$ cat config.mk
export PLATFORM = sky130hd
export DESIGN_NAME = move_sequencer
export DESIGN_NICKNAME = d
export VERILOG_FILES = /design/src/rtl/move_sequencer.sv
export SDC_FILE = /design/constraint.sdc
export NUM_CORES = 1
export LEC_CHECK = 0
export BUFFER_PORTS_ARGS = -buffer_cell sky130_fd_sc_hd__buf_4
export CORE_AREA = 4 4 97 99
export DETAILED_ROUTE_END_ITERATION = 6
export DIE_AREA = 0 0 101 103
export PLACE_DENSITY = 0.7
export SYNTH_ARGS = -nofsm -noshare
export SYNTH_HDL_FRONTEND = slang
export SYNTH_SLANG_ARGS = --single-unit
$ cat constraint.sdc
create_clock -name clk -period 5.45 [get_ports clk]
set_input_delay 1.09 -clock clk [delete_from_list [all_inputs] [get_ports clk]]
set_output_delay 1.09 -clock clk [all_outputs]
set_load 0.1 [all_outputs]
$ cat src/rtl/move_sequencer.sv
// Queued register move/swap sequencer driving a 2R1W register file.
// Define MOVE_SEQ_SWAP_EN to enable true swaps; otherwise op=0 executes as a move.
module move_sequencer #(
  parameter int unsigned FIFO_DEPTH = 4
) (
  input  logic                          clk,
  input  logic                          rst,
  input  logic                          cmd_valid,
  output logic                          cmd_ready,
  input  logic                          cmd_op,
  input  logic [2:0]                    cmd_dst,
  input  logic [2:0]                    cmd_src,
  output logic [2:0]                    rf_raddr0,
  output logic [2:0]                    rf_raddr1,
  input  logic [31:0]                   rf_rdata0,
  input  logic [31:0]                   rf_rdata1,
  output logic                          rf_we,
  output logic [2:0]                    rf_waddr,
  output logic [31:0]                   rf_wdata,
  output logic                          done,
  output logic                          busy,
  output logic [$clog2(FIFO_DEPTH):0]   fifo_count
);

  localparam int unsigned PtrW = $clog2(FIFO_DEPTH);
  localparam logic [PtrW:0] FullCount = FIFO_DEPTH[PtrW:0];

  localparam logic [1:0] StIdle  = 2'd0;
  localparam logic [1:0] StRead  = 2'd1;
  localparam logic [1:0] StWrDst = 2'd2;
  localparam logic [1:0] StWrSrc = 2'd3;

  logic [6:0]      mem [FIFO_DEPTH];
  logic [PtrW-1:0] wr_ptr_q, wr_ptr_d;
  logic [PtrW-1:0] rd_ptr_q, rd_ptr_d;
  logic [PtrW:0]   count_q, count_d;
  logic [1:0]      state_q, state_d;
  logic            cmd_op_q, cmd_op_d;
  logic [2:0]      cmd_dst_q, cmd_dst_d;
  logic [2:0]      cmd_src_q, cmd_src_d;
  logic [31:0]     opnd0_q, opnd0_d;
  logic [31:0]     opnd1_q, opnd1_d;
  logic            push, pop;

  // Ready depends only on registered occupancy; a pop never frees a slot in the same cycle.
  assign cmd_ready  = (count_q != FullCount);
  assign push       = cmd_valid & cmd_ready;
  assign pop        = (state_q == StIdle) && (count_q != '0);
  assign fifo_count = count_q;
  assign busy       = (state_q != StIdle) || (count_q != '0);

  always_ff @(posedge clk) begin
    if (push) begin
      mem[wr_ptr_q] <= {cmd_op, cmd_dst, cmd_src};
    end
  end

  always_comb begin
    wr_ptr_d = wr_ptr_q;
    rd_ptr_d = rd_ptr_q;
    count_d  = count_q;
    if (push) begin
      wr_ptr_d = wr_ptr_q + PtrW'(1);
    end
    if (pop) begin
      rd_ptr_d = rd_ptr_q + PtrW'(1);
    end
    case ({push, pop})
      2'b10:   count_d = count_q + (PtrW + 1)'(1);
      2'b01:   count_d = count_q - (PtrW + 1)'(1);
      default: count_d = count_q;
    endcase
  end

  always_comb begin
    state_d   = state_q;
    cmd_op_d  = cmd_op_q;
    cmd_dst_d = cmd_dst_q;
    cmd_src_d = cmd_src_q;
    opnd0_d   = opnd0_q;
    opnd1_d   = opnd1_q;
    unique case (state_q)
      StIdle: begin
        if (pop) begin
          {cmd_op_d, cmd_dst_d, cmd_src_d} = mem[rd_ptr_q];
          state_d = StRead;
        end
      end
      StRead: begin
        opnd0_d = rf_rdata0;
        opnd1_d = rf_rdata1;
        state_d = StWrDst;
      end
      StWrDst: begin
`ifdef MOVE_SEQ_SWAP_EN
        // A swap of a register with itself needs only the one write.
        if (!cmd_op_q && (cmd_dst_q != cmd_src_q)) begin
          state_d = StWrSrc;
        end else begin
          state_d = StIdle;
        end
`else
        state_d = StIdle;
`endif
      end
`ifdef MOVE_SEQ_SWAP_EN
      StWrSrc: state_d = StIdle;
`endif
      default: state_d = StIdle;
    endcase
  end

  always_comb begin
    rf_raddr0 = '0;
    rf_raddr1 = '0;
    rf_we     = 1'b0;
    rf_waddr  = '0;
    rf_wdata  = '0;
    done      = 1'b0;
    unique case (state_q)
      StRead: begin
        rf_raddr0 = cmd_dst_q;
        rf_raddr1 = cmd_src_q;
      end
      StWrDst: begin
        rf_we    = 1'b1;
        rf_waddr = cmd_dst_q;
        rf_wdata = opnd1_q;
        done     = (state_d == StIdle);
      end
`ifdef MOVE_SEQ_SWAP_EN
      StWrSrc: begin
        rf_we    = 1'b1;
        rf_waddr = cmd_src_q;
        rf_wdata = opnd0_q;
        done     = 1'b1;
      end
`endif
      default: ;
    endcase
  end

`ifndef MOVE_SEQ_SWAP_EN
  logic unused_swap_state;
  assign unused_swap_state = ^{cmd_op_q, opnd0_q};
`endif

  always_ff @(posedge clk) begin
    if (rst) begin
      wr_ptr_q  <= '0;
      rd_ptr_q  <= '0;
      count_q   <= '0;
      state_q   <= StIdle;
      cmd_op_q  <= 1'b0;
      cmd_dst_q <= '0;
      cmd_src_q <= '0;
      opnd0_q   <= '0;
      opnd1_q   <= '0;
    end else begin
      wr_ptr_q  <= wr_ptr_d;
      rd_ptr_q  <= rd_ptr_d;
      count_q   <= count_d;
      state_q   <= state_d;
      cmd_op_q  <= cmd_op_d;
      cmd_dst_q <= cmd_dst_d;
      cmd_src_q <= cmd_src_d;
      opnd0_q   <= opnd0_d;
      opnd1_q   <= opnd1_d;
    end
  end

endmodule

==> results of run 1 <==
## cells by family after synthesis
| group | share of synthesized area, % |
|---|---|
| muxes | 4.48 |
| AOI/OAI and AO/OA | 9.76 |
| xor gates and xnor gates | 0.581 |
| buffers and inverters | 5.48 |
| adders and majority gates | 2.74 |
| DFF | 55.1 |
| and+or+nand+nor | 21.8 |
## registers in the layout (all words and copies together), names as in the netlist
| register | count |
|---|---|
| mem | 24 |
| opnd1_q | 32 |
| fifo_count | 3 |
| cmd_dst_q | 3 |
| rd_ptr_q | 2 |
| state_q | 2 |
| wr_ptr_q | 2 |
| cmd_src_q | 3 |
## cells in the mapped netlist, drive strengths merged, types with 2 or more instances
master and count:
nand2 66, dfxtp 47, a21oi 43, and2 41
edfxtp 24, buf 16, clkbuf 8, nand3 8
o21ai 8, nor2 7, inv 6, mux4 6
ha 5, and3 4, or3 3, a21o 2
nor2b 2, nor3 2, xor2 2
## metal layers
layer  vias to the layer above  GRT usage [%]  part of all wire [%]
li1                       1171              -                     -
met1                      1052           15.2                    42
met2                        62           21.4                    50
met3                         9           3.99                   7.0
met4                         0           5.01                   1.0
met5                         -              0                     0
## area by class of cell
type,instances,area (µm²),share of cell area (%)
sequential,71,1660,42.5
clock inverter,7,103,2.62
multi-input combinational,205,1190,30.5
inverter,6,22.5,0.575
timing repair buffer,90,676,17.3
tap,108,135,3.45
clock buffer,9,124,3.16
## through the flow
| step | instances | setup slack, ps | hold WS [ps] | area, µm² | util [%] |
|---|---|---|---|---|---|
| floorplan | 306 | 2340 | 432 | 3010 | - |
| global placement | 480 | 2530 | 438 | 3690 | 43.1 |
| detailed placement | 480 | 2480 | 442 | 3690 | 43.1 |
| CTS | 496 | 2030 | 453 | 3910 | 45.8 |
| global route | 496 | 1880 | 466 | 3910 | 45.8 |
| finish | 496 | 2170 | 450 | 3910 | 45.8 |
## critical path: stages, from the launching register on
cell,delay [ps]
dfxtp_1,380
nor2b_2,900
and2_1,260
buf_4,300
## final timing paths
path | cells after the start | end | from | slack (ps)
worst max-delay path | 3 | rf_wdata[31] | state_q[1] | 2170
worst min-delay path | 2 | opnd1_q[4] | opnd1_q[4] | 450
worst min register to register | 2 | opnd1_q[4] | opnd1_q[4] | 450
worst max register to register | 8 | fifo_count[2] | fifo_count[2] | 3100
## power by group through the flow
stage                     sequential, µW  combinational (µW)  clock (µW)
after detailed placement             738                 724           0
after global placement               732                 708           0
after CTS                            726                 727         489
after global routing                 742                 786         511
after floorplan                      766                 567           0
final                                724                 717         471
==> out/summary.txt, run 1 <==
Outcome: finished clean
RSZ-0062 raised after global routing: no
Combinational power share: 37.5%
Yosys warnings: 0
Clock Latency Late Sink: 340 ps
# fillers: 801
CP Max Fanout: 37
Initial antenna violation count: 0
GRT Resource Usage Total: 12.7%
Ant diodes: 0
Final Max Tran Viols: 0
Sequential area share after synthesis: 55.1%
CTS tree: done
Drt first pass iters: 4
Routed len/inst: 12.9 µm
Normalized max-slew margin: 17.1%
Detailed Route WL: 6410 µm
Maximum clock insertion buffer count: 2
Hold Vio Cnt, Final: 0
WS Path Type: reg2out
Yosys reg bits: 71
Total number of vias: 2,294
Antenna viol nets, final: 0
Share of layout cells above drive strength 1: 29.6%
Number of global-route vias before repair: 2,190
Port-buffer cells: 88
Final setup viols: 0
CP Capture Type: output port
CTS Root Cell: clkbuf_8
Skew final: 5.31 ps
Largest cells by area after synthesis: dfxtp_1 (31%), edfxtp_1 (24%), and2_1 (8.5%), nand2_1 (8.2%), a21oi_1 (7.1%)
# hold bufs at CTS: 0
Number of cell rows: 34
First-pass GRT wire length: 10,400 µm
Vias/cell: 4.63
EDFF count, synth: 24
Top cell type's share of synthesized area: 31.2%
Most common cell after layout, fill and taps aside: buf_4
Clk pin slew, worst setup/hold paths: 80 ps
Nets: 463
Largest area contributor in the netlist: dfxtp_1
Synth async-reset ratio: 0%
Area delta synth->final: 29.8%
Worst-Margin Slew: 1240 ps
Placer Congestion: 0.724
Resize count post-CTS: 0
Worst setup SP type: register
Maximum vdd drop: 0.263 mV
P_leak: 0.00159 µW
Final Cycle Share: 60.2%
GR Overflow Total: 0
Commonest cells after routing, fill and taps aside: buf_4 (90), nand2_1 (66), dfxtp_1 (47)
Yosys cell types: 29
Syn Area/Cell: 9.85 µm²
Setup tns final: 0 ps
Drc violations: 0
Power, Total: 1910 µW
Initial Util: 35.3%
Post-DP HPWL: 4520 µm
Pwr/cell area: 489 nW/µm²
Post-Syn Instances: 306
Switching part of the total: 40.9%
Die area: 10,400 µm²
Clock buffers created by TritonCTS: 9
Crit path required time: 4360 ps
Type of the most critical hold path: reg2reg
Die Wd: 101 µm
Switching power: 781 µW
Crit path DAT: 2190 ps
Htree depth: 3
Sequential power share: 37.9%
Pint: 1130 µW
Max-cap violations: 0
Postcts setup bufs: 0
Fmax: 305 MHz
IO Pins: 122
Core ar.: 8550 µm²
Crit path time final: 3280 ps
Largest net degree at the start of global routing: 49
Clock power frac: 24.6%
Synth Flop Type: dfxtp_1
# clock sinks: 71
Mapped Nets: 386
Starting DRC count in detailed routing: 75
Die height: 103 µm
Mapped cell area: 3010 µm²
Power figures use the tool's default switching activity.
==> inputs of run 2 (changes only) <==
--- a/config.mk
+++ b/config.mk
@@ -9,7 +9,7 @@
 export CORE_AREA = 4 4 97 99
 export DETAILED_ROUTE_END_ITERATION = 6
 export DIE_AREA = 0 0 101 103
-export PLACE_DENSITY = 0.7
+export PLACE_DENSITY = 0.73
 export SYNTH_ARGS = -nofsm -noshare
 export SYNTH_HDL_FRONTEND = slang
 export SYNTH_SLANG_ARGS = --single-unit
==> constraint.sdc (replaced) <==
create_clock -name clk -period 2.75 [get_ports clk]
set_input_delay 0.55 -clock clk [delete_from_list [all_inputs] [get_ports clk]]
set_output_delay 0.55 -clock clk [all_outputs]
set_load 0.1 [all_outputs]
==> run 2 against run 1 <==
Effect of this change:
- clock power rose by 97%
- die area did not move
- critical path depth rose by 5
- core utilization rose by 0.40 points
==> out/summary.txt, run 2 (synthesis results as in run 1) <==
Outcome: finished clean (unchanged)
Hold path start: cmd_dst[0] (was opnd1_q[4])
Largest net degree at the start of global routing: 49 (unchanged)
CP Max Fanout: 10 (was 37)
Clock power frac: 24.3% (was 24.6%)
WS Path Type: reg2reg (was reg2out)
Vias/cell: 4.63 (about the same)
Final Cycle Share: 85.3%
Die height: 103 µm (unchanged)
Worst setup SP type: register (unchanged)
Routed len/inst: 13.2 µm (was 12.9 µm)
Starting DRC count in detailed routing: 92 (was 75)
Number of global-route vias before repair: 2,240 (was 2,190)
Resize count post-CTS: 0 (unchanged)
Commonest cells after routing, fill and taps aside: buf_4 (94), nand2_1 (66), dfxtp_1 (44) (was buf_4 (90), nand2_1 (66), dfxtp_1 (47))
Maximum clock insertion buffer count: 2 (unchanged)
Met2 WL: 3290 µm (was 3210 µm)
Combinational power share: 38.1% (was 37.5%)
Post-DP HPWL: 4650 µm (was 4520 µm)
Maximum vdd drop: 0.727 mV (was 0.263 mV)
Largest register by flop count: opnd1_q (unchanged)
Number of cell rows: 34 (unchanged)
Area delta synth->final: 31.0% (was 29.8%)
Nets: 467 (was 463)
Post-Place Cells: 484 (was 480)
Die Wd: 101 µm (unchanged)
GRT Resource Usage Total: 13.0% (was 12.7%)
CTS Root Cell: clkbuf_8 (unchanged)
Max-cap violations: 0 (unchanged)
Clock buffers created by TritonCTS: 9 (unchanged)
Postcts setup bufs: 0 (unchanged)
Antenna viol nets, final: 0 (unchanged)
CTS tree: done (unchanged)
Ant diodes: 0 (unchanged)
Largest register FFs: 32 (unchanged)
Max Used Layer: met4 (unchanged)
First-pass GRT wire length: 10,600 µm (was 10,400 µm)
Crit path required time: 3010 ps (was 4360 ps)
P_leak: 0.00161 µW (was 0.00159 µW)
Worst-Margin Slew: 537 ps (was 1240 ps)
Met3 WL: 513 µm (was 448 µm)
Crit path time final: 2350 ps
Fmax: 426 MHz
Htree depth: 3 (unchanged)
Drt first pass iters: 4 (unchanged)
Detailed Route WL: 6590 µm (was 6410 µm)
Core ar.: 8550 µm² (unchanged)
Final Max Tran Viols: 0 (unchanged)
Die area: 10,400 µm² (unchanged)
Top Registers: opnd1_q x32, mem x24 (unchanged)
Hold Vio Cnt, Final: 0 (unchanged)
Total number of vias: 2,316 (was 2,294)
Initial Util: 35.3% (unchanged)
Pwr/cell area: 969 nW/µm² (was 489 nW/µm²)
DRT met1 WL: 2710 µm (was 2680 µm)
Normalized max-slew margin: 64.2% (was 17.1%)
Share of layout cells above drive strength 1: 31.1% (was 29.6%)
Sequential power share: 37.6% (was 37.9%)
IO Pins: 122 (unchanged)
Final setup viols: 0 (unchanged)
FF/Latch Area: 1670 µm² (was 1660 µm²)
# fillers: 801 (unchanged)
Switching part of the total: 40.7% (was 40.9%)
Multi-input gate area: 1190 µm² (unchanged)
Pint: 2270 µW (was 1130 µW)
Skew final: 11.1 ps (was 5.31 ps)
Drc violations: 0 (unchanged)
Fin cells: 500 (was 496)
RR Startpoint: fifo_count[2] (unchanged)
Setup tns final: 0 ps (unchanged)
Worst Setup SP: fifo_count[2] (was state_q[1])
Type of the most critical hold path: in2reg (was reg2reg)
# clock sinks: 71 (unchanged)
GR Overflow Total: 0 (unchanged)
CP Capture Type: register (was output port)
Clock Latency Late Sink: 340 ps (about the same)
Initial antenna violation count: 0 (unchanged)
Most common cell after layout, fill and taps aside: buf_4 (unchanged)
RSZ-0062 raised after global routing: no (unchanged)
Crit path DAT: 2600 ps (was 2190 ps)
Port-buffer cells: 88 (unchanged)
Switching power: 1550 µW (was 781 µW)
# hold bufs at CTS: 0 (unchanged)
Placer Congestion: 0.734 (was 0.724)
Clk pin slew, worst setup/hold paths: 80 ps (about the same)
[run 2: cell count changes in the layout (fill, tap and decap cells not counted)]
cell	delta
buf_4	+4
dfxtp_1	-3
dfxtp_2	+3
[run 2: critical path: stages, from the launching register on]
cell	delay (ps)
dfxtp_2	380
or3b_1	500
nand2_1	130
ha_1	190
inv_1	60
fa_1	380
xor2_1	160
or3_1	310
a21oi_1	160
[run 2: routing by layer]
metal	vias to the layer above	global-route usage, %
met3	6	3.38
met4	0	5.52
met2	77	22.7
li1	1180	-
met5	-	0
met1	1053	15.3
[run 2: cell type report]
type,count,share of cell area (%)
repair buffers,94,17.9
multi-input cells,205,30.2
clock inverters,7,2.60
flip-flops and latches,71,42.2
inverters,6,0.571
well taps,108,3.42
clock buffers,9,3.14
[run 2: worst paths after layout]
kind | endpoint | slack (ps) | cells after the start
max | fifo_count[2] | 400 | 8
min | mem[2][3] | 410 | 1
max reg2reg | fifo_count[2] | 400 | 8
min reg2reg | opnd1_q[0] | 450 | 2
[run 2: power groups by stage]
stage / registers, µW / logic (µW) / clock network (µW)
after floorplan: 1520 / 1120 / 0
after global placement: 1450 / 1440 / 0
after detailed placement: 1470 / 1460 / 0
after CTS: 1440 / 1480 / 965
after global routing: 1470 / 1600 / 1000
final: 1440 / 1460 / 928
[run 2: stage by stage]
stage | worst slack [ps] | total power, µW | area (µm²) | utilization, % | hold WS (ps)
5_1_grt | 184 | 4080 | 3950 | 46.2 | 385
3_5_place_dp | 491 | 2930 | 3720 | 43.5 | 444
2_1_floorplan | 5.86 | 2640 | 3020 | - | 432
6_report | 404 | 3820 | 3950 | 46.2 | 408
3_3_place_gp | 532 | 2890 | 3720 | 43.5 | 438
4_1_cts | 397 | 3880 | 3950 | 46.2 | 390
